File: src/rtl/clock_pkg.sv
// rtl/clock_pkg.sv - shared types and constants for the clock/alarm blocks
package clock_pkg;

  typedef enum logic [1:0] {IDLE, RINGING, SNOOZE, LOCKOUT} ring_state_e;

  localparam int SEC_PER_MIN = 60;

endpackage

File: src/rtl/alarm_ring_ctrl.sv
// rtl/alarm_ring_ctrl.sv - turns the alarm match level into a ringing session with snooze, stop and timeout
module alarm_ring_ctrl
  import clock_pkg::*;
#(
  parameter int RING_TIMEOUT_S = SEC_PER_MIN,
  parameter int SNOOZE_S       = 300,
  parameter int MAX_SNOOZES    = 3
) (
  input  logic                             clk,
  input  logic                             rst,
  input  logic                             tick_1hz,
  input  logic                             alarm_enable,
  input  logic                             alarm_trigger,
  input  logic                             snooze_btn,
  input  logic                             stop_btn,
  output logic                             buzzer,
  output logic                             ringing,
  output logic                             snoozing,
  output logic [$clog2(MAX_SNOOZES+1)-1:0] snooze_count
);

  localparam int CNT_MAX = (RING_TIMEOUT_S > SNOOZE_S) ? RING_TIMEOUT_S : SNOOZE_S;
  localparam int CNT_W   = $clog2(CNT_MAX);
  localparam int SC_W    = $clog2(MAX_SNOOZES + 1);

  localparam logic [CNT_W-1:0] RING_LAST   = CNT_W'(RING_TIMEOUT_S - 1);
  localparam logic [CNT_W-1:0] SNOOZE_LAST = CNT_W'(SNOOZE_S - 1);
  localparam logic [SC_W-1:0]  SC_MAX      = SC_W'(MAX_SNOOZES);

  ring_state_e      state, state_d;
  logic [CNT_W-1:0] sec_cnt;
  logic             trig_q;
  logic             beep_phase;
  logic             take_snooze;
  logic             rise;

  // alarm_enable gates the trigger so an unloaded (X) comparator cannot start a session
  assign rise = alarm_enable & alarm_trigger & ~trig_q;

  always_comb begin
    state_d     = state;
    take_snooze = 1'b0;
    case (state)
      IDLE: begin
        if (rise) state_d = RINGING;
      end
      RINGING: begin
        if (!alarm_enable)                          state_d = IDLE;
        else if (stop_btn)                          state_d = LOCKOUT;
        else if (tick_1hz && sec_cnt == RING_LAST)  state_d = LOCKOUT;
        else if (snooze_btn && snooze_count < SC_MAX) begin
          state_d     = SNOOZE;
          take_snooze = 1'b1;
        end
      end
      SNOOZE: begin
        if (!alarm_enable)                           state_d = IDLE;
        else if (stop_btn)                           state_d = LOCKOUT;
        else if (tick_1hz && sec_cnt == SNOOZE_LAST) state_d = RINGING;
      end
      LOCKOUT: begin
        if (!alarm_enable || !alarm_trigger) state_d = IDLE;
      end
      default: state_d = IDLE;
    endcase
  end

  always_ff @(posedge clk or negedge rst) begin
    if (!rst) begin
      state        <= IDLE;
      trig_q       <= 1'b1;
      sec_cnt      <= '0;
      beep_phase   <= 1'b0;
      snooze_count <= '0;
    end else begin
      state  <= state_d;
      trig_q <= alarm_trigger;

      // Entering any state restarts the shared seconds count; the entry-cycle tick is dropped
      if (state_d != state)
        sec_cnt <= '0;
      else if (tick_1hz && (state == RINGING || state == SNOOZE))
        sec_cnt <= sec_cnt + CNT_W'(1);

      if (state_d == RINGING && state != RINGING)
        beep_phase <= 1'b1;
      else if (state == RINGING && tick_1hz)
        beep_phase <= ~beep_phase;

      if (state_d == IDLE || state == IDLE)
        snooze_count <= '0;
      else if (take_snooze && snooze_count != SC_MAX)
        snooze_count <= snooze_count + SC_W'(1);
    end
  end

  assign ringing  = (state == RINGING);
  assign snoozing = (state == SNOOZE);
  assign buzzer   = ringing & beep_phase;

endmodule

File: config.mk
export PLATFORM = sky130hd
export DESIGN_NAME = alarm_ring_ctrl
export DESIGN_NICKNAME = d
export VERILOG_FILES = /design/src/rtl/clock_pkg.sv /design/src/rtl/alarm_ring_ctrl.sv
export SDC_FILE = /design/constraint.sdc
export NUM_CORES = 1
export LEC_CHECK = 0
export CAP_MARGIN = 10
export CELL_PAD_IN_SITES_DETAIL_PLACEMENT = 0
export CELL_PAD_IN_SITES_GLOBAL_PLACEMENT = 1
export CORE_AREA = 2 2 51 53
export CTS_BUF_LIST = sky130_fd_sc_hd__clkbuf_2 sky130_fd_sc_hd__clkbuf_4 sky130_fd_sc_hd__clkbuf_8
export DETAILED_ROUTE_END_ITERATION = 8
export DIE_AREA = 0 0 53 55
export PLACE_DENSITY_LB_ADDON = 0.1
export SLEW_MARGIN = 20
export SYNTH_ARGS = -nofsm -noshare
export SYNTH_HDL_FRONTEND = slang
export SYNTH_SLANG_ARGS = --single-unit
File: constraint.sdc
create_clock -name clk -period 3.8 [get_ports clk]
set_input_delay 0.76 -clock clk [delete_from_list [all_inputs] [get_ports clk]]
set_output_delay 0.76 -clock clk [all_outputs]
set_load 0.05 [all_outputs]
==> results_dict.tcl, run 1 <==
set metrics [dict create \
    start_util 0.454 \
    gp_congestion 0.829 \
    slew_headroom 0.538 \
    synth-edff-count 0 \
    tns_ns 0 \
    synth_top_area_share 0.326 \
    hold_path_end "snooze_count[1]$_DFFE_PN0P_" \
    pwr-share-seq 0.295 \
    internal_power_mw 0.386 \
    clock_latency_ns 0.28 \
    syn_inst 110 \
    grt_first_pass_wirelength_mm 3.73 \
    die_w_um 53 \
    synth.distinct_cells 40 \
    die_area_sq_um 2920 \
    min_period_ns 3.07 \
    yosysMostFrequentCell "dfrtp_1" \
    r2r-start "sec_cnt[6]$_DFFE_PN0P_" \
    viasPerCell 5.77 \
    ys_ff_latch 15 \
    max_stage_delay_ns 0.80 \
    ys_warn_count 0 \
    grt_max_degree 16 \
    synth-seq-area-share 0.350 \
    rows 18 \
    rsz0062_at_grt "no" \
    root_buffer "clkbuf_4" \
    worst_slew_pin_slew_ns 0.691 \
    synthFlopType "dfrtp_1" \
    diodes 0 \
    slew_viol_final 0 \
    routed_wl_mm 2.17 \
    whs_path_depth 2 \
    synth.area.top_cells "dfrtp_1 (33%), nor3_2 (8.4%), ha_1 (7.0%)" \
    area_growth_pct 13.7 \
    start_kind "flip-flop" \
    swShare 0.490 \
    p_sw_mw 0.370 \
    critPathTopFamily "buffers and inverters" \
    synth.largest_area_cell "dfrtp_1" \
    crit_buf_inv 2 \
    coreArea_sq_um 2360 \
    layout.nets 135 \
    hold_path.class "flip-flop to flip-flop" \
    path_clk_slew_ns 0.09 \
    r2r_slack_ns 1.26 \
    final_cells 151 \
    path_cells "inv_1, ha_1, and2_1, clkdlybuf4s50_1" \
    ys_top_cells_by_count "dfrtp_1 (14), nor3_2 (9), nand2_1 (7), nor2_1 (7), ha_1 (6)" \
    async_reset_ff_frac 1.00 \
    syn_nets 123 \
    drc 0 \
    drv_cap 0 \
    wl_per_cell_um 14.4 \
    hold_violations 0 \
    combPwrFrac 0.575 \
    htreeDepth 1 \
    portBuffers 11 \
    cts.sinks 15 \
    postCtsResizedCells 0 \
    dp_cells 147 \
    fill_cells 243 \
    grt-ovfl-total 0 \
    hold_start "snooze_count[1]$_DFFE_PN0P_" \
    critPathKind "flip-flop to primary output" \
    p_total_mw 0.756 \
    cts_setup_buffers 0 \
    num_vias 871 \
    finalClockSkew_ns 0.00368 \
    p_per_area_nw_per_um2 618 \
    avgSynthCellArea_sq_um 9.77 \
    utilization 0.517 \
    cts_buffers 3 \
    cp_slowest_cell "clkdlybuf4s50_1" \
    worst_ir_drop_vdd_uv 354 \
    syn_area_sq_um 1070 \
    period_share 0.809 \
    antenna_found_initial 0 \
    path_depth 4 \
    grt.total_usage 0.179 \
    setup-violations-final 0 \
    cts_buffer_depth 2 \
    worst_hold_slack_ns 0.584 \
    cts_tree "done" \
    crit_fanout 10 \
    rr_endpoint "sec_cnt[8]$_DFFE_PN0P_" \
    postCtsHoldBufs 0 \
    antenna_left 0 \
    p_leak_nw 0.535 \
    end_kind "primary output" \
    required_ns 3.04 \
    critPathArrivalTime_ns 2.31 \
    outcome "completed" \
    firstDrtPassIters 4 \
    dp_hpwl_mm 1.65 \
    ios 12 \
    grt_pass1_vias 802 \
    p_clk_frac 0.130 \
    die_h_um 55 \
    drt_iter0_drc 18 \
    fmax_mhz 325 \
    layout-drive-gt1-share 0.140 \
    r2r_cells 5 \
]
==> final cells by class <==
cell class / count / area (sq um) / area share
multi-input combinational: 86 / 649 / 0.531
timing repair buffer: 11 / 110 / 0.0901
inverter: 5 / 18.8 / 0.0154
tap: 30 / 37.5 / 0.0307
clock buffer: 4 / 30.0 / 0.0246
sequential: 15 / 377 / 0.308
==> stage by stage <==
stage               setup slack (ns)  cell area (sq um)
floorplan                       1.33               1070
detailed placement             0.791               1190
CTS                            0.722               1220
global route                   0.614               1220
global placement               0.834               1190
finish                         0.728               1220
==> worst min-delay path: stages, from the launching register on <==
cell	delay (ns)
dfrtp_1	0.37
mux2i_1	0.07
nor2b_1	0.10
==> cells by family (layout without fill, tap and decap cells) <==
family / after synthesis / in the layout / share of synthesized area
DFF: 15 / 15 / 0.350
muxes: 2 / 2 / 0.0186
adders and majority gates: 6 / 6 / 0.0698
buffers and inverters: 9 / 20 / 0.0454
and+or+nand+nor: 47 / 47 / 0.283
AOI/OAI and AO/OA: 22 / 22 / 0.159
xor gates and xnor gates: 9 / 9 / 0.0733
==> layer usage <==
layer	vias up	part of all wire	routed length (um)	GRT usage
met5	-	0	0	0
met4	0	0.0069	15	0.0641
met3	2	0.046	100	0.0323
met2	27	0.46	993	0.292
met1	416	0.49	1060	0.240
li1	426	-	-	-
==> worst max-delay path by stage <==
| stage | startpoint | to |
|---|---|---|
| after floorplan | state[1]$_DFF_PN0_ | buzzer |
| after global placement | tick_1hz | sec_cnt[0]$_DFFE_PN0P_ |
| after detailed placement | tick_1hz | sec_cnt[8]$_DFFE_PN0P_ |
| after CTS | state[1]$_DFF_PN0_ | buzzer |
| after global routing | state[1]$_DFF_PN0_ | buzzer |
| final | state[1]$_DFF_PN0_ | buzzer |
==> power by group through the flow <==
| stage | Combinational, mW | Sequential (mW) | Clock (mW) |
|---|---|---|---|
| after CTS | 0.443 | 0.222 | 0.103 |
| after floorplan | 0.369 | 0.215 | 0 |
| after global placement | 0.444 | 0.224 | 0 |
| after global routing | 0.484 | 0.231 | 0.109 |
| final | 0.434 | 0.223 | 0.0985 |
| after detailed placement | 0.443 | 0.224 | 0 |
==> flip-flops by register name, indices dropped and copies added, names as in the netlist <==
| signal | flops |
|---|---|
| beep_phase | 1 |
| snooze_count | 2 |
| trig_q | 1 |
| state | 2 |
| sec_cnt | 9 |
==> cell usage in the layout (no fill, tap or decap), types with 2 or more instances in the layout <==
cell type and instances:
xor2_1 5, nor3_2 9, a31oi_1 3, nand3_1 5, nand2b_1 2, clkbuf_4 4
or3_1 2, inv_1 5, and3_1 3, nor2_1 7, dfrtp_1 14, xnor2_1 4
ha_1 6, o211a_1 2, o21ai_0 3, nand2_1 7, clkdlybuf4s50_1 11, mux2i_1 2
a21oi_1 3, and2_1 2, nand4b_1 3
No activity file was read; power rests on OpenSTA's default activity.
==> run 2, diff against run 1 <==
--- a/config.mk
+++ b/config.mk
@@ -8,10 +8,10 @@
 export CAP_MARGIN = 10
 export CELL_PAD_IN_SITES_DETAIL_PLACEMENT = 0
 export CELL_PAD_IN_SITES_GLOBAL_PLACEMENT = 1
-export CORE_AREA = 2 2 51 53
+export CORE_AREA = 2 2 55 57
 export CTS_BUF_LIST = sky130_fd_sc_hd__clkbuf_2 sky130_fd_sc_hd__clkbuf_4 sky130_fd_sc_hd__clkbuf_8
 export DETAILED_ROUTE_END_ITERATION = 8
-export DIE_AREA = 0 0 53 55
+export DIE_AREA = 0 0 57 59
 export PLACE_DENSITY_LB_ADDON = 0.1
 export SLEW_MARGIN = 20
 export SYNTH_ARGS = -nofsm -noshare
==> constraint.sdc (replaced) <==
create_clock -name clk -period 2.5 [get_ports clk]
set_input_delay 0.5 -clock clk [delete_from_list [all_inputs] [get_ports clk]]
set_output_delay 0.5 -clock clk [all_outputs]
set_load 0.05 [all_outputs]
==> run 2 against run 1 <==
Clock-buffer cell count down 1. Utilization down 0.95 points. Critical path type is now flip-flop to flip-flop. Sequential power up 47%. Hold slack better by 0.014 ns. Non-clock buffer count up 15. Clock skew up 0.0095 ns. Clock power up 43%. Sequential share of layout area down 3.4 points. Largest power group unchanged. Via count up 6.5%. Combinational power up 100%. Sequential cell count unchanged. Register-to-register slack worse by 1.2 ns.
==> results_dict.tcl, run 2 (same netlist as run 1, synthesis figures left out) <==
set metrics [dict create \
    grt_first_pass_wirelength_mm 4.45 \
    critPathArrivalTime_ns 2.60 \
    setup-violations-final 0 \
    routed_wl_mm 2.57 \
    start_kind "flip-flop" \
    root_buffer "clkbuf_4" \
    path_clk_slew_ns 0.10 \
    end_kind "flip-flop" \
    critPathKind "flip-flop to flip-flop" \
    die_w_um 57 \
    fill_cells 246 \
    slew_viol_final 0 \
    finalClockSkew_ns 0.0132 \
    antenna_left 0 \
    place_worst_setup_slack_ns -0.177 \
    num_vias 928 \
    die_area_sq_um 3360 \
    dp_hpwl_mm 1.93 \
    crit_fanout 9 \
    firstDrtPassIters 4 \
    path_cells "or4b_4, buf_4, or4_4, a32oi_2, o31ai_4, buf_12, nor3_2" \
    rsz0062_at_grt "no" \
    portBuffers 11 \
    outcome "completed" \
    p_per_area_nw_per_um2 975 \
    period_share 0.957 \
    area_growth_pct 27.9 \
    min_period_ns 2.39 \
    layout.nets 150 \
    required_ns 2.71 \
    worst_ir_drop_vdd_uv 569 \
    hold_violations 0 \
    drt_iter0_drc 34 \
    rows 19 \
    htreeDepth 1 \
    diodes 0 \
    viasPerCell 5.56 \
    fmax_mhz 418 \
    slew_headroom 0.512 \
    start_util 0.397 \
    coreArea_sq_um 2710 \
    cts_buffers 3 \
    final_cell_mix "buf_4 (15), dfrtp_1 (14), nor3_2 (9)" \
    layout-drive-gt1-share 0.272 \
    placed_cell_area_sq_um 1320 \
    postCtsHoldBufs 0 \
    largest_reg_flops 9 \
    cts_tree "done" \
    grt.total_usage 0.172 \
    ios 12 \
    tns_ns 0 \
    max_stage_delay_ns 0.53 \
    antenna_found_initial 0 \
    grt_max_degree 16 \
    finish.instance_area_sq_um 1380 \
    setup_slack_ns 0.107 \
    drc 0 \
    cts_buffer_depth 2 \
    clock_latency_ns 0.29 \
    hold_path.class "flip-flop to flip-flop" \
    gp_congestion 0.809 \
    grt-ovfl-total 0 \
    final_common_cell "buf_4" \
    grt_pass1_vias 946 \
    die_h_um 59 \
    top_register "sec_cnt" \
    p_leak_nw 0.628 \
    cp_slowest_cell "or4b_4" \
    drv_cap 0 \
    worst_slew_pin_slew_ns 0.730 \
    wl_per_cell_um 15.4 \
    cts.sinks 15 \
    top_regs "sec_cnt (9), snooze_count (2), state (2)" \
]
run 2: through the flow:
step	util	std cells	power, mW	hold WS [ns]
6_report	0.507	167	1.34	0.598
5_1_grt	0.507	167	1.45	0.656
4_1_cts	0.503	167	1.35	0.604
3_5_place_dp	0.486	162	1.17	0.576
3_3_place_gp	0.486	162	1.17	0.561
2_1_floorplan	-	110	0.888	0.204
run 2: area by class of cell:
type / instances / area [sq um] / area share
Multi-Input combinational cell: 86 / 661 / 0.480
Sequential cell: 15 / 377 / 0.274
Clock inverter: 1 / 5.00 / 0.00364
Tap cell: 31 / 38.8 / 0.0282
Inverter: 5 / 18.8 / 0.0136
Clock buffer: 3 / 22.5 / 0.0164
Timing Repair Buffer: 26 / 253 / 0.184
run 2: layer usage:
metal	track usage	part of all wire	vias to the layer above
met3	0.0459	0.054	4
li1	-	-	457
met2	0.299	0.48	26
met4	0.0432	0.017	0
met1	0.214	0.45	441
met5	0	0	-
run 2: power breakdown:
part           switching, mW  internal (mW)
logic                  0.492          0.378
clock network         0.0820         0.0594
registers             0.0438          0.284
total                  0.618          0.722
run 2: worst paths after layout:
kind | startpoint | to | slack, ns | depth (start not counted)
worst max register to register | sec_cnt[2]$_DFFE_PN0P_ | sec_cnt[1]$_DFFE_PN0P_ | 0.11 | 7
worst min register to register | snooze_count[1]$_DFFE_PN0P_ | snooze_count[1]$_DFFE_PN0P_ | 0.60 | 2
worst min-delay path | snooze_count[1]$_DFFE_PN0P_ | snooze_count[1]$_DFFE_PN0P_ | 0.60 | 2
worst max-delay path | sec_cnt[2]$_DFFE_PN0P_ | sec_cnt[1]$_DFFE_PN0P_ | 0.11 | 7
max in group asynchronous | rst | sec_cnt[7]$_DFFE_PN0P_ | 1.39 | 1
min in group asynchronous | rst | beep_phase$_DFFE_PN0P_ | 0.63 | 1
run 2: what timing repair did:
action | 4_1_cts | 5_1_grt
pin swaps | 1 | 2
resized for setup | 0 | 2
setup endpoints to repair | 6 | 9
buffers inserted | 1 | 0
gates cloned | 0 | 0
run 2: critical path, delay by kind of cell (launching register included):
family | cells | cell delay, ns
AND/OR/NAND/NOR | 3 | 1.21
flip-flops | 1 | 0.41
AO/OA/AOI/OAI | 2 | 0.38
buffers and inverters | 2 | 0.32
==> run 3, diff against run 2 <==
--- a/config.mk
+++ b/config.mk
@@ -10,6 +10,7 @@
 export CELL_PAD_IN_SITES_GLOBAL_PLACEMENT = 1
 export CORE_AREA = 2 2 55 57
 export CTS_BUF_LIST = sky130_fd_sc_hd__clkbuf_2 sky130_fd_sc_hd__clkbuf_4 sky130_fd_sc_hd__clkbuf_8
+export CTS_CLUSTER_SIZE = 8
 export DETAILED_ROUTE_END_ITERATION = 8
 export DIE_AREA = 0 0 57 59
 export PLACE_DENSITY_LB_ADDON = 0.1
==> results of run 3 <==
The final DEF is identical to that of run 2; final timing and power are the same.
==> edit 1, RTL diff (config.mk and constraints of run 3) <==
Add an input register stage for `tick_1hz`, `alarm_enable`, `alarm_trigger`, `snooze_btn` and `stop_btn`, cleared by the reset; this delays them by one clock.
--- a/src/rtl/alarm_ring_ctrl.sv
+++ b/src/rtl/alarm_ring_ctrl.sv
@@ -29,2 +29,24 @@
 
+  logic tick_1hz_q;
+  logic alarm_enable_q;
+  logic alarm_trigger_q;
+  logic snooze_btn_q;
+  logic stop_btn_q;
+
+  always_ff @(posedge clk or negedge rst) begin
+    if (!rst) begin
+      tick_1hz_q      <= '0;
+      alarm_enable_q  <= '0;
+      alarm_trigger_q <= '0;
+      snooze_btn_q    <= '0;
+      stop_btn_q      <= '0;
+    end else begin
+      tick_1hz_q      <= tick_1hz;
+      alarm_enable_q  <= alarm_enable;
+      alarm_trigger_q <= alarm_trigger;
+      snooze_btn_q    <= snooze_btn;
+      stop_btn_q      <= stop_btn;
+    end
+  end
+
   ring_state_e      state, state_d;
@@ -37,3 +59,3 @@
   // alarm_enable gates the trigger so an unloaded (X) comparator cannot start a session
-  assign rise = alarm_enable & alarm_trigger & ~trig_q;
+  assign rise = alarm_enable_q & alarm_trigger_q & ~trig_q;
 
@@ -47,6 +69,6 @@
       RINGING: begin
-        if (!alarm_enable)                          state_d = IDLE;
-        else if (stop_btn)                          state_d = LOCKOUT;
-        else if (tick_1hz && sec_cnt == RING_LAST)  state_d = LOCKOUT;
-        else if (snooze_btn && snooze_count < SC_MAX) begin
+        if (!alarm_enable_q)                          state_d = IDLE;
+        else if (stop_btn_q)                          state_d = LOCKOUT;
+        else if (tick_1hz_q && sec_cnt == RING_LAST)  state_d = LOCKOUT;
+        else if (snooze_btn_q && snooze_count < SC_MAX) begin
           state_d     = SNOOZE;
@@ -56,8 +78,8 @@
       SNOOZE: begin
-        if (!alarm_enable)                           state_d = IDLE;
-        else if (stop_btn)                           state_d = LOCKOUT;
-        else if (tick_1hz && sec_cnt == SNOOZE_LAST) state_d = RINGING;
+        if (!alarm_enable_q)                           state_d = IDLE;
+        else if (stop_btn_q)                           state_d = LOCKOUT;
+        else if (tick_1hz_q && sec_cnt == SNOOZE_LAST) state_d = RINGING;
       end
       LOCKOUT: begin
-        if (!alarm_enable || !alarm_trigger) state_d = IDLE;
+        if (!alarm_enable_q || !alarm_trigger_q) state_d = IDLE;
       end
@@ -76,3 +98,3 @@
       state  <= state_d;
-      trig_q <= alarm_trigger;
+      trig_q <= alarm_trigger_q;
 
@@ -81,3 +103,3 @@
         sec_cnt <= '0;
-      else if (tick_1hz && (state == RINGING || state == SNOOZE))
+      else if (tick_1hz_q && (state == RINGING || state == SNOOZE))
         sec_cnt <= sec_cnt + CNT_W'(1);
@@ -86,3 +108,3 @@
         beep_phase <= 1'b1;
-      else if (state == RINGING && tick_1hz)
+      else if (state == RINGING && tick_1hz_q)
         beep_phase <= ~beep_phase;
Function: changed (Yosys sat finds a counterexample within 4 cycles, from zero or initial values and one cycle with rst low).
==> edit 1 against run 3 <==
- non-clock buffer count down 9
- setup slack better by 140 ps
- routed wire length down 5.9%
- sequential share of layout area up 9.5 points
- synthesized cell count up 1.8%
- design area down 1.0%
- sequential cell count up 5
- area after synthesis up 7.5%
- clock power up 20%
- worst hold slack worse by 160 ps
- via count down 4.1%
- power down 9.9%
- combinational power down 28%
- critical path depth unchanged
- critical path type unchanged
- critical endpoint is now sec_cnt[4]
- largest power group unchanged
==> edit 1: results (changes against run 3) <==
stage	metric	value	unit	change
setup_path	CP max stage cell	dfrtp_1		
route	WL/cell	14.86	µm	-3.6%
timing	clk_skew	3.425	ps	-9.729 ps
clock_network	clock slew at reported path FFs	110	ps	
route	Vias per Instance	5.460		-1.7%
min_path	Hold/Removal Path Class	reg -> reg		
setup_path	critical path fanouts, max	9		unchanged
yosys	list of most frequent post-synthesis cells	dfrtp_1 (19), nand2_1 (9), nor3_1 (9), a21oi_1 (7), o21ai_0 (7)		
placement	Port Buffer Count	11		unchanged
grt	initial antenna violation count	0		unchanged
placement	DP Cell Count	159		-1.9%
status	outcome	completed		
setup_path	CP arrival	2470	ps	-130 ps
setup_path	delay-heaviest family, CP	compound AO/OA/AOI/OAI gates		
route	Initial DRC Count	37		+8.8%
timing	Final Hold Fails	0		unchanged
grt	first-pass GRT wire length	4395	µm	-1.2%
route	TritonRoute pass-1 iters	4		unchanged
route	DRT antenna net count	0		unchanged
layout	biggest regs	sec_cnt x9, snooze_count x2, state x2		
route	# DRC	0		unchanged
clock_network	total CTS buffers	3		unchanged
power	maximum vdd ir drop	0.0006066	V	+6.6%
placement	routability cong.	0.7938		-1.8%
clock_network	clock root buffer	clkbuf_4		
power	leakage	0.5940	nW	-5.3%
layout	NumNets Final	146		-2.7%
yosys	Cell variety after synth	36		-10%
timing	fin crit share	0.9012		-0.05613
yosys	sequential share of the synthesized area	0.4345		+0.08405
yosys	Syn Inst Count	112		+1.8%
yosys	largest cells by area after synthesis	dfrtp_1 (41%), ha_1 (6.5%), nor3_1 (3.9%), xnor2_1 (3.8%), a21oi_1 (3.0%)		
yosys	syn nets	125		+1.6%
grt	largest net degree at the start of global routing	21		+5
yosys	Ys Warns	0		unchanged
layout	# diodes	0		unchanged
clock_network	H-tree depth	1		unchanged
layout	share of layout cells above drive strength 1	0.1818		-0.09024
layout	Fill cells	272		+11%
route	routed wire length	2422	µm	-5.9%
clock_network	Clk Latency, worst-skew pair	290	ps	about the same
yosys	fraction of registers with async set/reset	1.000		unchanged
grt	GR Util All Layers	0.1691		-0.003141
yosys	Post-synth top flop	dfrtp_1		
setup_path	Worst path max stage delay	500	ps	-30 ps
placement	DP HPWL	1861	µm	-3.8%
grt	vias in the first global route	937		-0.95%
timing	Slew @ Worst Pin	542.4	ps	-187.3 ps
power	switching power	0.0005360	W	-13%
clock_network	deepest clock path buffer count	2		unchanged
==> edit 1: cell count changes in the layout (fill, tap and decap cells not counted), sizes merged, moves of 3 or more <==
cell           run 3  this run
nand4b             3         0
a31o               0         3
dfrtp             14        19
nor2               7         3
buf               18         9
o21ai              4         7
a21oi              3         8
==> edit 1: through the flow <==
stage               utilization  power [W]  setup WS (ps)  cell area, µm²
floorplan                     -  0.0008875          319.9            1155
global placement         0.4908   0.001033          224.9            1330
detailed placement       0.4908   0.001044          196.6            1330
CTS                      0.5018   0.001223          176.0            1360
global route             0.5023   0.001317          58.17            1361
finish                   0.5023   0.001208          246.9            1361
==> edit 1: layout make-up <==
| type | count | area [µm²] | share of cell area |
|---|---|---|---|
| Clock buffer | 4 | 30.03 | 0.02206 |
| Multi-Input combinational cell | 86 | 624.3 | 0.4586 |
| Timing Repair Buffer | 17 | 147.6 | 0.1085 |
| Inverter | 5 | 18.77 | 0.01379 |
| Sequential cell | 20 | 501.7 | 0.3686 |
| Tap cell | 31 | 38.79 | 0.02849 |
==> edit 1: path summary, 6_finish.rpt <==
check                                     start    endpoint  slack [ps]  cells after the start
worst max register to register         state[0]  sec_cnt[4]         250                      7
min in group asynchronous                   rst  tick_1hz_q         530                      2
worst min-delay path            alarm_trigger_q      trig_q         440                      0
worst min register to register  alarm_trigger_q      trig_q         440                      0
worst max-delay path                   state[0]  sec_cnt[4]         250                      7
max in group asynchronous                   rst      trig_q        1710                      2
==> edit 1: metal layers <==
layer	global-route usage	wire length, µm	up-vias
met5	0	0	-
met2	0.2677	1205	8
met3	0.02620	49	2
li1	-	-	453
met1	0.2330	1149	427
met4	0.06977	18	0
==> edit 1: cell families (layout without fill, tap and decap cells) <==
group	after synthesis	in the layout	synth area share
xor+xnor	9	9	0.06825
flops	20	20	0.4345
compound gates	30	30	0.1885
simple gates	39	39	0.2004
mux	2	2	0.01734
buf+inv	6	26	0.02600
fa+ha+maj	6	6	0.06500
==> edit 1: what timing repair did <==
item | CTS | global route
setup endpoints to repair | 0 | 2
resized for setup | 0 | 1
buffers inserted | 0 | 0
==> edit 1: power by group through the flow <==
stage	logic, W	clock network [W]	registers, W
after floorplan	0.000470	0	0.000417
after global placement	0.000622	0	0.000412
after detailed placement	0.000630	0	0.000415
after CTS	0.000633	0.000182	0.000408
after global routing	0.000702	0.000198	0.000417
final	0.000630	0.000169	0.000409
==> edit 2, RTL diff (settings of run 3) <==
Without the edit above. Change the parameter `MAX_SNOOZES` from 3 to 2.
--- a/src/rtl/alarm_ring_ctrl.sv
+++ b/src/rtl/alarm_ring_ctrl.sv
@@ -6,3 +6,3 @@
   parameter int SNOOZE_S       = 300,
-  parameter int MAX_SNOOZES    = 3
+  parameter int MAX_SNOOZES    = 2
 ) (
Formal check against the unedited RTL: same outputs for any inputs over 10 cycles, from zero or initial values and one cycle with rst low; that may be too few to reach the edited logic, so the function may still have changed.
==> edit 2 against run 3 <==
- design area fell by 5.8%
- area after synthesis rose by 0.70%
- routed wire length rose by 0.39%
- largest cell class unchanged
- power fell by 4.6%
- via count rose by 5.1%
- setup slack improved by 160 ps
- global-route usage fell by 0.97 points
- die area did not move
- utilization fell by 3.0 points
- sequential power rose by 4%
- sequential cell count did not move
==> edit 2: results (changes against run 3) <==
stage	metric	value	unit	change
layout	Fill cells	279		+13%
setup_path	flop-to-flop setup slack	270	ps	+160 ps
layout	Seq Cell Count	15		unchanged
route	routed wire length	2583	µm	+0.39%
setup_path	Worst R2R Start	state[0]		
timing	clk_skew	6.325	ps	-6.829 ps
setup_path	FF-to-FF path depth	8		+1
layout	buffering overhead	0.1295		-0.05433
min_path	Hold Path Origin	sec_cnt[7]		
route	Initial DRC Count	39		+15%
layout	fraction of area in multi-input gates	0.5169		+0.03647
min_path	worst hold stages	3		+1
power	leakage	0.5664	nW	-9.7%
grt	met1 Use GR	0.2033		-0.01060
yosys	list of most frequent post-synthesis cells	nand2_1 (20), dfrtp_1 (14), nor3_1 (13), nor2_1 (12), a21oi_1 (8)		
route	routed via count	975		+5.1%
power	total sequential power	0.000340	W	+4%
layout	Non-Clock Buffer Count	18		-31%
min_path	Worst Hold Endpoint	sec_cnt[7]		
grt	M2 GR Usage	0.2923		-0.006568
placement	routability cong.	0.7976		-1.4%
grt	first-pass GRT wire length	4291	µm	-3.6%
grt	GR Layer Usage met3	0.02838		-0.01747
layout	invs w/o clock	4		-1
layout	biggest regs	sec_cnt x9, snooze_count x2, state x2		
grt	GR Util All Layers	0.1626		-0.009711
setup_path	critical path endpoint	sec_cnt[0]		
grt	vias in the first global route	935		-1.2%
yosys	sequential share of the synthesized area	0.3480		-0.002431
setup_path	CP max stage cell	dfrtp_1		
status	outcome	completed		
power	maximum vdd ir drop	0.0004920	V	-14%
setup_path	CP arrival	2440	ps	-160 ps
layout	Layout clock area frac	0.02126		+0.001238
setup_path	Worst path max stage delay	500	ps	-30 ps
placement	DP HPWL	1930	µm	-0.21%
layout	Multi-In Gates	103		+20%
layout	share of layout cells above drive strength 1	0.1875		-0.08456
clock_network	Setup Buffers After CTS	0		-1
[edit 2: cells by family after synthesis]
logic type	Yosys count	share of synthesized area
and+or+nand+nor	64	0.3098
xor gates and xnor gates	9	0.07284
adders and majority gates	6	0.06936
DFF	15	0.3480
buffers and inverters	7	0.03351
AOI/OAI and AO/OA	23	0.1561
muxes	1	0.01040
[edit 2: through the flow]
| stage | util | std cells | setup slack [ps] | area (µm²) | TNS, ps |
|---|---|---|---|---|---|
| 2_1_floorplan | - | 125 | 111.9 | 1082 | 0 |
| 6_report | 0.4778 | 175 | 266.0 | 1295 | 0 |
| 4_1_cts | 0.4778 | 175 | 250.7 | 1295 | 0 |
| 3_3_place_gp | 0.4677 | 171 | 18.89 | 1267 | 0 |
| 3_5_place_dp | 0.4677 | 171 | -16.93 | 1267 | -16.93 |
| 5_1_grt | 0.4778 | 175 | 83.05 | 1295 | 0 |
